==> config.mk <==
export PLATFORM = sky130hd
export DESIGN_NAME = parallax_layer_scheduler
export DESIGN_NICKNAME = d
export VERILOG_FILES = /design/src/rtl/parallax_layer_scheduler_pkg.sv /design/src/rtl/parallax_scroll_acc.sv /design/src/rtl/parallax_layer_scheduler.sv
export SDC_FILE = /design/constraint.sdc
export NUM_CORES = 1
export LEC_CHECK = 0
export CELL_PAD_IN_SITES_DETAIL_PLACEMENT = 1
export CELL_PAD_IN_SITES_GLOBAL_PLACEMENT = 2
export CORE_MARGIN = 2
export CORE_UTILIZATION = 40
export CTS_CLUSTER_DIAMETER = 80
export DETAILED_ROUTE_END_ITERATION = 8
export PLACE_DENSITY_LB_ADDON = 0.1
export SYNTH_ARGS = -nofsm -noshare
export SYNTH_HDL_FRONTEND = slang
export SYNTH_HIERARCHICAL = 1
export SYNTH_SLANG_ARGS = --single-unit
==> constraint.sdc <==
create_clock -name clk -period 4.1 [get_ports clk]
set_input_delay 0.41 -clock clk [delete_from_list [all_inputs] [get_ports clk]]
set_output_delay 0.41 -clock clk [all_outputs]
set_load 0.02 [all_outputs]
==> src/rtl/parallax_layer_scheduler_pkg.sv <==
// parallax_layer_scheduler_pkg: shared state encoding, descriptor fields and default widths
package parallax_layer_scheduler_pkg;
  localparam int NUM_LAYERS_DEF = 4;
  localparam int OFFSET_W_DEF = 10;
  localparam int SPEED_W_DEF = 4;
  localparam int LINE_W_DEF = 9;
  localparam int LAYER_W_DEF = 2;
  localparam int DESC_VIS_BIT = 15;
  localparam int DESC_BIAS_LSB = 0;
  typedef enum logic [2:0] {IDLE, SCROLL, FETCH_REQ, FETCH_DATA, DONE} state_t;
  function automatic logic [15:0] desc_bias(input logic [15:0] d, input int w);
    return (d >> DESC_BIAS_LSB) & 16'((32'h1 << w) - 1);
  endfunction
endpackage

==> src/rtl/parallax_scroll_acc.sv <==
// parallax_scroll_acc: per-layer scroll accumulators with indexed add-speed and read ports
// Ports: clk, rst_n (async active-low); i_add_en/i_add_idx/i_speed add a speed to one layer;
//        i_rd_idx/o_rd_data read one accumulator combinationally.
module parallax_scroll_acc
  import parallax_layer_scheduler_pkg::*;
#(
  parameter int NUM_LAYERS = NUM_LAYERS_DEF,
  parameter int OFFSET_W = OFFSET_W_DEF,
  parameter int SPEED_W = SPEED_W_DEF,
  parameter int LAYER_W = LAYER_W_DEF
) (
  input  logic                clk,
  input  logic                rst_n,
  input  logic                i_add_en,
  input  logic [LAYER_W-1:0]  i_add_idx,
  input  logic [SPEED_W-1:0]  i_speed,
  input  logic [LAYER_W-1:0]  i_rd_idx,
  output logic [OFFSET_W-1:0] o_rd_data
);
  logic [NUM_LAYERS-1:0][OFFSET_W-1:0] r_acc;
  assign o_rd_data = r_acc[i_rd_idx];
  always_ff @(posedge clk or negedge rst_n)
    if (!rst_n) r_acc <= '0;
    else if (i_add_en) r_acc[i_add_idx] <= r_acc[i_add_idx] + OFFSET_W'(i_speed);
endmodule

==> src/rtl/parallax_layer_scheduler.sv <==
// parallax_layer_scheduler: per-scanline scroll/descriptor-fetch/commit sequencer for parallax layers
// Ports: clk, rst_n (async active-low); frame_start_i/line_start_i/commit_i timing pulses;
//        speed_i, layer_en_i per-layer config; mem_req_o/mem_addr_o/mem_gnt_i/mem_rdata_i descriptor
//        read port; layer_x_o/layer_vis_o committed results; line_y_o, busy_o, overrun_o/clr_overrun_i status.
// Build option: PARALLAX_SKIP_DISABLED_EN skips the memory fetch of disabled layers.
module parallax_layer_scheduler
  import parallax_layer_scheduler_pkg::*;
#(
  parameter int NUM_LAYERS = NUM_LAYERS_DEF,
  parameter int OFFSET_W = OFFSET_W_DEF,
  parameter int SPEED_W = SPEED_W_DEF,
  parameter int LINE_W = LINE_W_DEF,
  parameter int LAYER_W = LAYER_W_DEF
) (
  input  logic                           clk,
  input  logic                           rst_n,
  input  logic                           frame_start_i,
  input  logic                           line_start_i,
  input  logic                           commit_i,
  input  logic [NUM_LAYERS*SPEED_W-1:0]  speed_i,
  input  logic [NUM_LAYERS-1:0]          layer_en_i,
  output logic                           mem_req_o,
  output logic [LAYER_W+LINE_W-1:0]      mem_addr_o,
  input  logic                           mem_gnt_i,
  input  logic [15:0]                    mem_rdata_i,
  output logic [NUM_LAYERS*OFFSET_W-1:0] layer_x_o,
  output logic [NUM_LAYERS-1:0]          layer_vis_o,
  output logic [LINE_W-1:0]              line_y_o,
  output logic                           busy_o,
  output logic                           overrun_o,
  input  logic                           clr_overrun_i
);
  state_t r_state, w_next;
  logic [LAYER_W-1:0] r_idx;
  logic [LINE_W-1:0] r_line_y;
  logic [NUM_LAYERS-1:0][OFFSET_W-1:0] r_shadow_x, r_layer_x;
  logic [NUM_LAYERS-1:0] r_shadow_vis, r_layer_vis;
  logic r_overrun;
  logic [NUM_LAYERS-1:0][SPEED_W-1:0] w_speed;
  logic [OFFSET_W-1:0] w_acc, w_cap_x;
  logic w_busy, w_last, w_skip, w_add, w_cap, w_cap_vis, w_ovr_set;
  logic w_idx_rst, w_idx_inc, w_line_clr, w_line_inc, w_commit;

  assign w_speed = speed_i;
  assign w_busy = r_state inside {SCROLL, FETCH_REQ, FETCH_DATA};
  assign w_last = r_idx == LAYER_W'(NUM_LAYERS - 1);
`ifdef PARALLAX_SKIP_DISABLED_EN
  assign w_skip = r_state == FETCH_REQ && !layer_en_i[r_idx];
`else
  assign w_skip = 1'b0;
`endif
  // req is decoded from state so it stays asserted through an abort cycle and drops on the next edge
  assign mem_req_o = r_state == FETCH_REQ && !w_skip;
  assign mem_addr_o = {r_idx, r_line_y};
  assign w_cap_x = w_skip ? w_acc : w_acc + OFFSET_W'(desc_bias(mem_rdata_i, OFFSET_W));
  assign w_cap_vis = !w_skip && mem_rdata_i[DESC_VIS_BIT] && layer_en_i[r_idx];
  assign w_ovr_set = w_busy && (frame_start_i || line_start_i || commit_i);
  assign layer_x_o = r_layer_x;
  assign layer_vis_o = r_layer_vis;
  assign line_y_o = r_line_y;
  assign busy_o = w_busy;
  assign overrun_o = r_overrun;

  parallax_scroll_acc #(
    .NUM_LAYERS(NUM_LAYERS), .OFFSET_W(OFFSET_W), .SPEED_W(SPEED_W), .LAYER_W(LAYER_W)
  ) u_acc (
    .clk(clk), .rst_n(rst_n), .i_add_en(w_add), .i_add_idx(r_idx),
    .i_speed(w_speed[r_idx]), .i_rd_idx(r_idx), .o_rd_data(w_acc)
  );

  always_ff @(posedge clk or negedge rst_n)
    if (!rst_n) r_state <= IDLE;
    else r_state <= w_next;

  // Timing pulses pre-empt the per-state work, so an abort never captures data or adds speed.
  always_comb begin
    w_next = r_state;
    w_add = 1'b0;
    w_cap = 1'b0;
    w_idx_rst = 1'b0;
    w_idx_inc = 1'b0;
    w_line_clr = 1'b0;
    w_line_inc = 1'b0;
    w_commit = 1'b0;
    if (frame_start_i) begin
      w_next = SCROLL;
      w_line_clr = 1'b1;
      w_idx_rst = 1'b1;
    end else if (line_start_i) begin
      w_next = FETCH_REQ;
      w_line_inc = 1'b1;
      w_idx_rst = 1'b1;
    end else if (commit_i && r_state != IDLE) begin
      w_next = IDLE;
      w_commit = r_state == DONE;
    end else begin
      case (r_state)
        SCROLL: begin
          w_add = 1'b1;
          w_next = w_last ? FETCH_REQ : SCROLL;
          w_idx_rst = w_last;
          w_idx_inc = !w_last;
        end
        FETCH_REQ: begin
          w_cap = w_skip;
          w_next = w_skip ? (w_last ? DONE : FETCH_REQ) : (mem_gnt_i ? FETCH_DATA : FETCH_REQ);
          w_idx_inc = w_skip && !w_last;
        end
        FETCH_DATA: begin
          w_cap = 1'b1;
          w_next = w_last ? DONE : FETCH_REQ;
          w_idx_inc = !w_last;
        end
        default: w_next = r_state;
      endcase
    end
  end

  always_ff @(posedge clk or negedge rst_n)
    if (!rst_n) begin
      r_idx <= '0;
      r_line_y <= '0;
      r_shadow_x <= '0;
      r_shadow_vis <= '0;
      r_layer_x <= '0;
      r_layer_vis <= '0;
      r_overrun <= 1'b0;
    end else begin
      r_idx <= w_idx_rst ? '0 : w_idx_inc ? r_idx + 1'b1 : r_idx;
      r_line_y <= w_line_clr ? '0 : (w_line_inc && r_line_y != '1) ? r_line_y + 1'b1 : r_line_y;
      if (w_cap) begin
        r_shadow_x[r_idx] <= w_cap_x;
        r_shadow_vis[r_idx] <= w_cap_vis;
      end
      if (w_commit) begin
        r_layer_x <= r_shadow_x;
        r_layer_vis <= r_shadow_vis;
      end
      r_overrun <= w_ovr_set || (r_overrun && !clr_overrun_i);
    end
endmodule

# After elaboration in Yosys (flattened, before gate mapping)
# Index checks and enable logic that the tools add are counted.
[word_totals]
inputBits = 43
elab_cells = 93
ff_bits = 143
out_inout_bits = 67
[classes]
order_cmp = 2
add_sub_neg = 4
reduce_logical = 17
n_mux = 46
n_eq_ne = 6
[ops]
columns = ["op", "n"]
rows = [
  ["40-bit bitwise mux", 2],
  ["1-bit 2-to-1 mux", 25],
  ["10-bit binary-select mux with 2-bit select", 1],
  ["10-bit demux with 2-bit select", 1],
  ["10-bit 2-to-1 mux", 2],
  ["9-bit 2-to-1 mux", 2],
  ["3-bit 2-to-1 mux", 4],
  ["10-bit adder", 1],
  ["10-bit by 4-bit adder with 10-bit output", 1],
  ["9-bit by 1-bit adder with 9-bit output (second input constant)", 1],
  ["9-bit inequality test (second input constant)", 1],
  ["3-bit one-hot mux with 3 select lines", 1],
  ["4-bit binary-select mux with 2-bit select", 1],
  ["3-bit by 2-bit equality test with 1-bit output (second input constant)", 2],
  ["1-bit logical AND", 6],
  ["2-bit 2-to-1 mux", 3],
  ["3-bit nonzero test", 2],
  ["6-bit nonzero test", 1],
  ["4-bit bitwise mux", 1],
  ["4-bit 2-to-1 mux", 1],
  ["2-bit nonzero test", 2],
  ["3-bit by 1-bit equality test with 1-bit output (second input constant)", 1],
  ["3-bit equality test (second input constant)", 1],
  ["1-bit logical OR", 3],
  ["other kinds (8)", 9],
]

# Depth between registers and ports, before layout
# Gate-level depths: netlist of the first run.
[logic_depth]
ltp_word = 8
depth_mapped = 11
mapped_depth_nobuf = 9

# By module
# The synthesis of the first run kept the hierarchy.
[by_module_without_submodules]
columns = ["module", "area_per_inst_um2", "n_inst", "seq_area_each_um2", "cells_each"]
rows = [
  ["parallax_layer_scheduler", 4827.1, 1, 2577.5, 350],
  ["parallax_scroll_acc", 2172.1, 1, 1001.0, 183],
]

# Least setup slack after synthesis of the first run
# OpenSTA, ideal clock, no wires.
[synth_path]
path_type = "reg2reg"
start = "register r_idx[1]"
end = "register r_shadow_x[18] (netlist bit)"
path_stages_with_launch = 11
required_time_ns = 4.035
t_arrival_ns = 2.705
path_buffers = 1
slack_ns = 1.330
period_less_slack_ns = 2.770
setup_ns = 0.065
cell_sequence = "dfrtp_1 buf_1 mux4_2 ha_1 inv_1 fa_1 nand2b_1 a21oi_1 nor2b_1 o311ai_2 mux2_4"
[synth_via]
word_cells_on_any_way = 9
classes_between = "add/sub: 1; order compare: 2; mux: 5; reduce/logical: 1"
[synth_rtl]
columns = ["element", "line_no", "rtl"]
rows = [
  ["from (decl)", "parallax_layer_scheduler.sv:34", "logic [LAYER_W-1:0] r_idx;"],
  ["from (signal assigned)", "parallax_layer_scheduler.sv:129", "r_idx <= w_idx_rst ? '0 : w_idx_inc ? r_idx + 1'b1 : r_idx;"],
  ["10-bit binary-select mux with 2-bit select", "parallax_scroll_acc.sv:21", "assign o_rd_data = r_acc[i_rd_idx];"],
  ["10-bit 2-to-1 mux (not written as such)", "parallax_scroll_acc.sv:21", ""],
  ["net w_acc[0]", "parallax_layer_scheduler.sv:40", "logic [OFFSET_W-1:0] w_acc, w_cap_x;"],
  ["10-bit adder", "parallax_layer_scheduler.sv:55", "assign w_cap_x = w_skip ? w_acc : w_acc + OFFSET_W'(desc_bias(mem_rdata_i, OFFSET_W));"],
  ["40-bit bitwise mux", "parallax_layer_scheduler.sv:132", "r_shadow_x[r_idx] <= w_cap_x;"],
  ["to (signal, indexed assignment)", "parallax_layer_scheduler.sv:132", ""],
  ["to (decl)", "parallax_layer_scheduler.sv:36", "logic [NUM_LAYERS-1:0][OFFSET_W-1:0] r_shadow_x, r_layer_x;"],
]
# The timed path passes the listed nets, and every way through them passes these cells. The select of a mux whose other input is x is not followed.
# A chain may end at the register's enable or synchronous reset.

# Worst setup path in the final report of the first run
[layout_path]
start = "register r_idx[0]"
end = "register r_shadow_x[8] (netlist bit)"
# Same word-level chain as after synthesis.

==> results of run 1 <==
-- sequential cells by signal, summed over array words and instances, names as in the netlist --
register,flops
layer_x_o,40
r_shadow_x,40
u_acc/r_acc,40
line_y_o,9
layer_vis_o,4
r_shadow_vis,4
r_state,3
r_idx,2
overrun_o,1
-- worst register-to-register path, cell delays in order (launching register included) --
cell and delay, ns:
dfrtp_2 0.82, buf_4 0.31, buf_4 0.17, mux4_2 0.51, ha_1 0.39, a21oi_1 0.18, nor2_1 0.05, a21oi_1 0.17
o311ai_2 0.20, mux2_4 0.31
-- stage by stage --
stage	power (W)	hold slack, ns	instances	instance area, µm²	utilization
floorplan	0.00209	0.114	533	7000	-
global placement	0.00230	0.462	839	8190	0.477
detailed placement	0.00234	0.477	839	8190	0.477
CTS	0.00393	0.0948	871	8800	0.512
global route	0.00408	0.110	871	8800	0.512
finish	0.00387	0.0493	871	8800	0.512
-- synthesized netlist by cell type, types with 2 or more instances --
cell / n / area, µm²
inv_1: 11 / 41.3
or3_1: 5 / 31.3
buf_4: 11 / 82.6
o21ai_1: 21 / 105
clkbuf_1: 7 / 26.3
nor2_1: 18 / 67.6
xor2_2: 3 / 48.8
nand2b_1: 3 / 18.8
dfrtp_1: 143 / 3580
mux2_1: 35 / 394
nor3_1: 2 / 10.0
nand3b_1: 2 / 15.0
xnor2_1: 11 / 96.3
nand4_1: 6 / 37.5
fa_1: 2 / 40.0
mux2i_1: 3 / 30.0
buf_6: 6 / 67.6
buf_2: 8 / 40.0
nand3_2: 4 / 40.0
mux4_2: 25 / 563
o211ai_1: 2 / 15.0
mux2_4: 25 / 375
mux2_2: 28 / 315
nand3_1: 2 / 10.0
a21oi_1: 14 / 70.1
nand2_1: 53 / 199
a211oi_1: 3 / 22.5
nor2b_1: 4 / 25.0
ha_1: 19 / 238
o21ai_0: 29 / 145
a21o_1: 3 / 22.5
xor2_1: 8 / 70.1
-- layout make-up --
type                    instances  share of cell area
flip-flops and latches        143               0.407
clock inverters                14              0.0192
inverters                      11             0.00469
multi-input cells             346               0.359
repair buffers                114               0.128
well taps                     225              0.0320
clock buffers                  18              0.0499
-- kinds of logic after synthesis --
kind of cell,after synthesis
compound gates,77
xor+xnor,22
fa+ha+maj,21
buf+inv,44
flops,143
mux,116
simple gates,110
-- power groups by stage --
stage	clock network, W	logic, W	registers (W)
after floorplan	0	0.000527	0.00156
after CTS	0.00161	0.000764	0.00155
final	0.00157	0.000748	0.00155
after global placement	0	0.000729	0.00157
after detailed placement	0	0.000760	0.00158
after global routing	0.00168	0.000835	0.00156
-- worst paths after layout --
check	start	to	slack (ns)	depth (start not counted)
setup / recovery	r_idx[0]	r_shadow_x[8]	0.88	9
hold / removal	rst_n	r_shadow_x[27]	0.05	1
setup reg to reg	r_idx[0]	r_shadow_x[8]	0.88	9
hold reg to reg	layer_x_o[11]	layer_x_o[11]	0.49	1
max in group asynchronous	rst_n	layer_x_o[13]	3.13	2
min in group clk	layer_x_o[11]	layer_x_o[11]	0.49	1
-- metal layers --
layer	vias to the layer above	global-route usage	share of wire
met3	14	0.0451	0.036
li1	2096	-	-
met5	-	0	0
met1	2293	0.219	0.44
met2	71	0.298	0.51
met4	0	0.0492	0.010
==> metrics.md, run 1 <==
| Metric | Value |
|---|---|
| Post-synth EDFFs | `0` |
| Post-Place Setup Slack | `just over 0.8 ns` |
| Clk_skew | `0.00966 ns` |
| Asr flop ratio synth | `1.00` |
| Cell Area, Synth | `~0.007 mm²` |
| LEAKAGE | `between 4 and 5 nW` |
| Register area | `0.00358 mm²` |
| Area Growth Syn to Fin | `25.7%` |
| YS warnings | `6` |
| Post-CTS Hold Buffers | `0` |
| Fin. Hold Viols | `0` |
| Width of the die | `approximately 140 µm` |
| Postcts setup bufs | `0` |
| Num CTS Buffers | `17` |
| Via count | `4474` |
| Slew @ Worst Pin | `approximately 0.84 ns` |
| Kind of critical path | `reg -> reg` |
| Clock power frac | `0.406` |
| Synth cell types | `49` |
| Worst EP required | `between 4 and 5 ns` |
| Setup TNS | `0 ns` |
| Chip Height | `136 µm` |
| RSZ-0062 raised after global routing | `false` |
| Tot GR Track Use | `0.174` |
| Grt ovf | `0` |
| Max VDD drop | `roughly 0.30 mV` |
| Switching power share of the total | `0.285` |
| Post-Syn Nets | `597` |
| Hold Crit Class | `in -> async` |
| GP Congestion | `~0.77` |
| Max cap viols | `0` |
| Drt first-iter violations | `103` |
| Ports | `110` |
| Shortest period the worst path allows | `3.22 ns` |
| Post-Synth XOR/XNOR Area | `0.0307` |
| Register share of total power | `0.401` |
| Startpoint types | `register` |
| Buf+Inv Stages, Crit Path | `2` |
| Number of vias per cell | `5.14` |
| Hpwl dp | `between 10000 and 15000 µm` |
| Drt total wl | `roughly 15000 µm` |
| Clock sinks | `between 100 and 150` |
| Ordered cell list for the critical path | `buf_4 > buf_4 > mux4_2 > ha_1 > a21oi_1 > nor2_1 > a21oi_1 > o311ai_2 > mux2_4` |
| Antenna fix cells | `0` |
| Worst path top cell family by delay | `multiplexers` |
| Number of synthesized register bits | `roughly 140` |
| Rows | `48` |
| # setup viols final | `0` |
| Initial DRT Pass Iterations | `4` |
| Initial core utilization | `0.407` |
| Crit-path slowest cell | `dfrtp_2` |
| Critical path arrival | `3.52 ns` |
| I/O Buffers | `104` |
| Crit path max fanout | `25` |
| Clock Path Buffers | `2` |
| Die ar. | `0.0186 mm²` |
| Mean Syn Cell Area | `between 10 and 15 µm²` |
| DR WL/cell | `between 15 and 20 µm` |
| Root Buffer | `clkbuf_16` |
| Most common cell after layout, fill and taps aside | `dfrtp_1` |
| Internal | `~0.0028 W` |
| Highest Clock Rate | `around 310 MHz` |
| Crit. End Element | `register` |
| Post-Synthesis Cells | `between 500 and 600` |
| Adder-Cell Fraction of Synth Area | `0.0397` |
| Area taken by multi-input logic gates | `0.00316 mm²` |
| Clock slew at reported path FFs | `about 0.060 ns` |
| First-pass GRT wire length | `~25000 µm` |
| Clk Latency, worst-skew pair | `around 0.42 ns` |
| Combinational power share | `0.193` |
| Max incr delay on CP | `0.82 ns` |
| Period utilization | `0.785` |
| H-tree levels | `4` |
| Commonest cells after routing, fill and taps aside | `142 x dfrtp_1, 103 x clkdlybuf4s50_1, 53 x nand2_1, 35 x mux2_1, 29 x o21ai_0` |
| Fillers | `roughly 1700` |
| DRC | `0` |
| Sequential share of the synthesized area | `0.511` |
| Vias in the first global route | `about 4800` |
| Largest net degree at the start of global routing | `92` |
| Core box area | `0.0172 mm²` |
| Ys flop type | `dfrtp_1` |
| Slew HR | `0.441` |
| Post-route setup slack | `about 0.88 ns` |
| Mux contribution to synthesized area | `0.240` |
| Status | `finished, final reports clean` |
| Compound-gate portion of the synthesized area | `0.0613` |
| Synth Area in Simple Gates | `0.0799` |
| Share of cells above drive strength 1 | `0.209` |
| Pins over their slew limit | `0` |
| # nets final | `697` |
| Post-route ant nets | `0` |
| PostCTS Resize Cnt | `0` |
| Net Sw Power | `0.00110 W` |
| Largest family of logic cells by synthesized area | `multiplexers` |
| Pwr dens | `roughly 440 mW/mm²` |
| TritonCTS clock tree | `built` |
| Initial antenna violation count | `0` |
(Power assumes the default switching activity.)
==> run 2, diff against run 1 <==
--- a/config.mk
+++ b/config.mk
@@ -8,7 +8,7 @@
 export CELL_PAD_IN_SITES_DETAIL_PLACEMENT = 1
 export CELL_PAD_IN_SITES_GLOBAL_PLACEMENT = 2
 export CORE_MARGIN = 2
-export CORE_UTILIZATION = 40
+export CORE_UTILIZATION = 33
 export CTS_CLUSTER_DIAMETER = 80
 export DETAILED_ROUTE_END_ITERATION = 8
 export PLACE_DENSITY_LB_ADDON = 0.1
==> constraint.sdc (replaced) <==
create_clock -name clk -period 2.79 [get_ports clk]
set_input_delay 0.279 -clock clk [delete_from_list [all_inputs] [get_ports clk]]
set_output_delay 0.279 -clock clk [all_outputs]
set_load 0.02 [all_outputs]
==> run 2 against run 1 <==
Against the previous run:
- setup slack worse by 0.76 ns
- via count is 3.3% higher
- critical endpoint is now r_shadow_x[7]
- register-to-register slack worse by 0.76 ns
- highest routed layer unchanged
==> metrics.md, run 2 (synthesis results as in run 1) <==
| Metric | Value |
|---|---|
| Crit. End Element | `register` |
| H-tree levels | `4 (unchanged)` |
| Fillers | `2184 (+25%)` |
| Worst EP required | `3.09 ns (-1.31 ns)` |
| Hpwl dp | `12100 µm (+9.0%)` |
| DR WL/cell | `17.1 µm (-1.8%)` |
| Root Buffer | `clkbuf_16` |
| # nets final | `735 (+5.5%)` |
| Vias in the first global route | `5100 (+6.5%)` |
| Initial core utilization | `0.335 (-0.0724)` |
| Ports | `110 (unchanged)` |
| Max cap viols | `0 (unchanged)` |
| Most common cell after layout, fill and taps aside | `dfrtp_1` |
| Share of cells above drive strength 1 | `0.275 (+0.0659)` |
| Post-Place Setup Slack | `-0.0333 ns (-0.850 ns)` |
| Slew HR | `0.608 (+0.167)` |
| Rows | `53 (+10%)` |
| Area taken by multi-input logic gates | `0.00328 mm² (+3.8%)` |
| Register area | `0.00358 mm² (unchanged)` |
| Clock sinks | `143 (unchanged)` |
| Grt ovf | `0 (unchanged)` |
| Core box area | `0.0209 mm² (+22%)` |
| Period utilization | `0.958 (+0.173)` |
| LEAKAGE | `4.21 nW (+5.0%)` |
| I/O Buffers | `104 (unchanged)` |
| TritonCTS clock tree | `built` |
| Width of the die | `150 µm (+9.8%)` |
| DRC | `0 (unchanged)` |
| Clock slew at reported path FFs | `0.07 ns (about the same)` |
| Max VDD drop | `0.445 mV (+48%)` |
| Crit path max fanout | `5 (-80%)` |
| Reg2Reg Setup Slack | `0.12 ns (-0.76 ns)` |
| Tot GR Track Use | `0.158 (-0.0167)` |
| Highest Clock Rate | `374 MHz (+20%)` |
| Largest net degree at the start of global routing | `56 (-39%)` |
| First-pass GRT wire length | `27000 µm (+8.7%)` |
| RR Endpoint | `r_shadow_x[7]` |
| Critical path arrival | `2.98 ns (-0.54 ns)` |
| # setup viols final | `0 (unchanged)` |
| Initial antenna violation count | `0 (unchanged)` |
| Drt first-iter violations | `125 (+21%)` |
| Total power | `0.00586 W (+51%)` |
| Placed Cells | `924 (+10%)` |
| Commonest cells after routing, fill and taps aside | `142 x dfrtp_1, 103 x clkdlybuf4s50_1, 53 x nand2_1, 43 x buf_4, 35 x mux2_1` |
| R2R cell count | `8 (-1)` |
| Shortest period the worst path allows | `2.67 ns (-0.545 ns)` |
| Hold Crit Class | `in -> async` |
| Area Growth Syn to Fin | `32.4%` |
| Slew @ Worst Pin | `0.588 ns (-0.250 ns)` |
| Post-route ant nets | `0 (unchanged)` |
| Pwr dens | `632 mW/mm² (+44%)` |
| RR Startpoint | `r_idx[0]` |
| Drt total wl | `16400 µm (+8.1%)` |
| Kind of critical path | `reg -> reg` |
| Pins over their slew limit | `0 (unchanged)` |
| Startpoint types | `register` |
| Num CTS Buffers | `17 (unchanged)` |
| Finished Layout Cells | `959 (+10%)` |
| Clk Latency, worst-skew pair | `0.42 ns (about the same)` |
| Status | `finished, final reports clean` |
| Antenna fix cells | `0 (unchanged)` |
| Clk_skew | `0.00940 ns (-0.000263 ns)` |
| Clock Path Buffers | `2 (unchanged)` |
| Fin. Hold Viols | `0 (unchanged)` |
| Number of vias per cell | `4.82 (-6.2%)` |
| Via count | `4623 (+3.3%)` |
| Final Util | `0.444 (-0.0687)` |
| Die ar. | `0.0224 mm² (+21%)` |
| Chip Height | `150 µm (+9.8%)` |
| Post-route setup slack | `0.117 ns (-0.765 ns)` |
| GP Congestion | `0.770 (about the same)` |
| Initial DRT Pass Iterations | `3 (-1)` |
run 2: changes by cell type in the layout (fill, tap and decap cells not counted), moves of 3 or more:
cell     before  now
xnor2_2       0    4
ha_4          0    3
xnor2_1      11    7
buf_4         9   43
ha_1         19   15
run 2: cell type report:
class,instances,area share
clock buffer,18,0.0463
clock inverter,14,0.0158
inverter,11,0.00446
multi-input combinational,346,0.354
sequential,143,0.386
tap,275,0.0371
timing repair buffer,152,0.156
run 2: what timing repair did:
action                                  4_1_cts  5_1_grt
hold endpoints to repair                     52        0
setup buffers                                 0        3
resized for setup                             2       20
hold buffers                                  1        0
endpoints found under the setup margin        4       38
pin swaps                                     0        8
run 2: power breakdown:
group / internal (W) / leakage (nW) / switching [W]
sequential: 0.00220 / 1.96 / 0.0000818
combinational: 0.000651 / 1.97 / 0.000682
clock: 0.00126 / 0.271 / 0.000988
run 2: worst max path at each step:
| stage | startpoint | endpoint | slack [ns] | depth (start not counted) |
|---|---|---|---|---|
| 5_1_grt | r_idx[0] | u_acc/r_acc[9] | -0.04 | 10 |
| 3_3_place_gp | r_idx[0] | r_shadow_x[9] | 0.02 | 8 |
| 6_report | r_idx[0] | r_shadow_x[7] | 0.12 | 8 |
| 2_1_floorplan | r_idx[1] | r_shadow_x[18] | 0.02 | 10 |
| 3_5_place_dp | r_idx[0] | r_shadow_x[39] | -0.03 | 8 |
| 4_1_cts | r_idx[0] | u_acc/r_acc[26] | 0.008 | 12 |
run 2: per-layer routing:
| metal | track usage | wire, µm | vias up |
|---|---|---|---|
| met3 | 0.0308 | 504 | 18 |
| met2 | 0.267 | 8370 | 81 |
| met5 | 0 | 0 | - |
| met1 | 0.200 | 7290 | 2356 |
| li1 | - | - | 2168 |
| met4 | 0.0586 | 289 | 0 |
run 2: critical path: stages, from the launching register on:
cell and delay, ns:
dfrtp_2 0.45, buf_4 0.17, mux4_2 0.52, ha_1 0.33, a211oi_2 0.24, o21a_1 0.23, o21ai_1 0.12, xor2_2 0.19
mux2_4 0.29
run 2: stage by stage:
step	cell area, µm²	TNS [ns]	hold slack, ns
floorplan	7000	0	-0.0166
global placement	8540	0	0.284
detailed placement	8540	-0.128	0.293
CTS	9140	0	0.401
global route	9270	-0.182	0.427
finish	9270	0	0.381
==> run 3, diff against run 2 <==
--- a/config.mk
+++ b/config.mk
@@ -5,6 +5,7 @@
 export SDC_FILE = /design/constraint.sdc
 export NUM_CORES = 1
 export LEC_CHECK = 0
+export CAP_MARGIN = 20
 export CELL_PAD_IN_SITES_DETAIL_PLACEMENT = 1
 export CELL_PAD_IN_SITES_GLOBAL_PLACEMENT = 2
 export CORE_MARGIN = 2
==> results of run 3 <==
Final layout, timing and power as in run 2 (identical DEF).
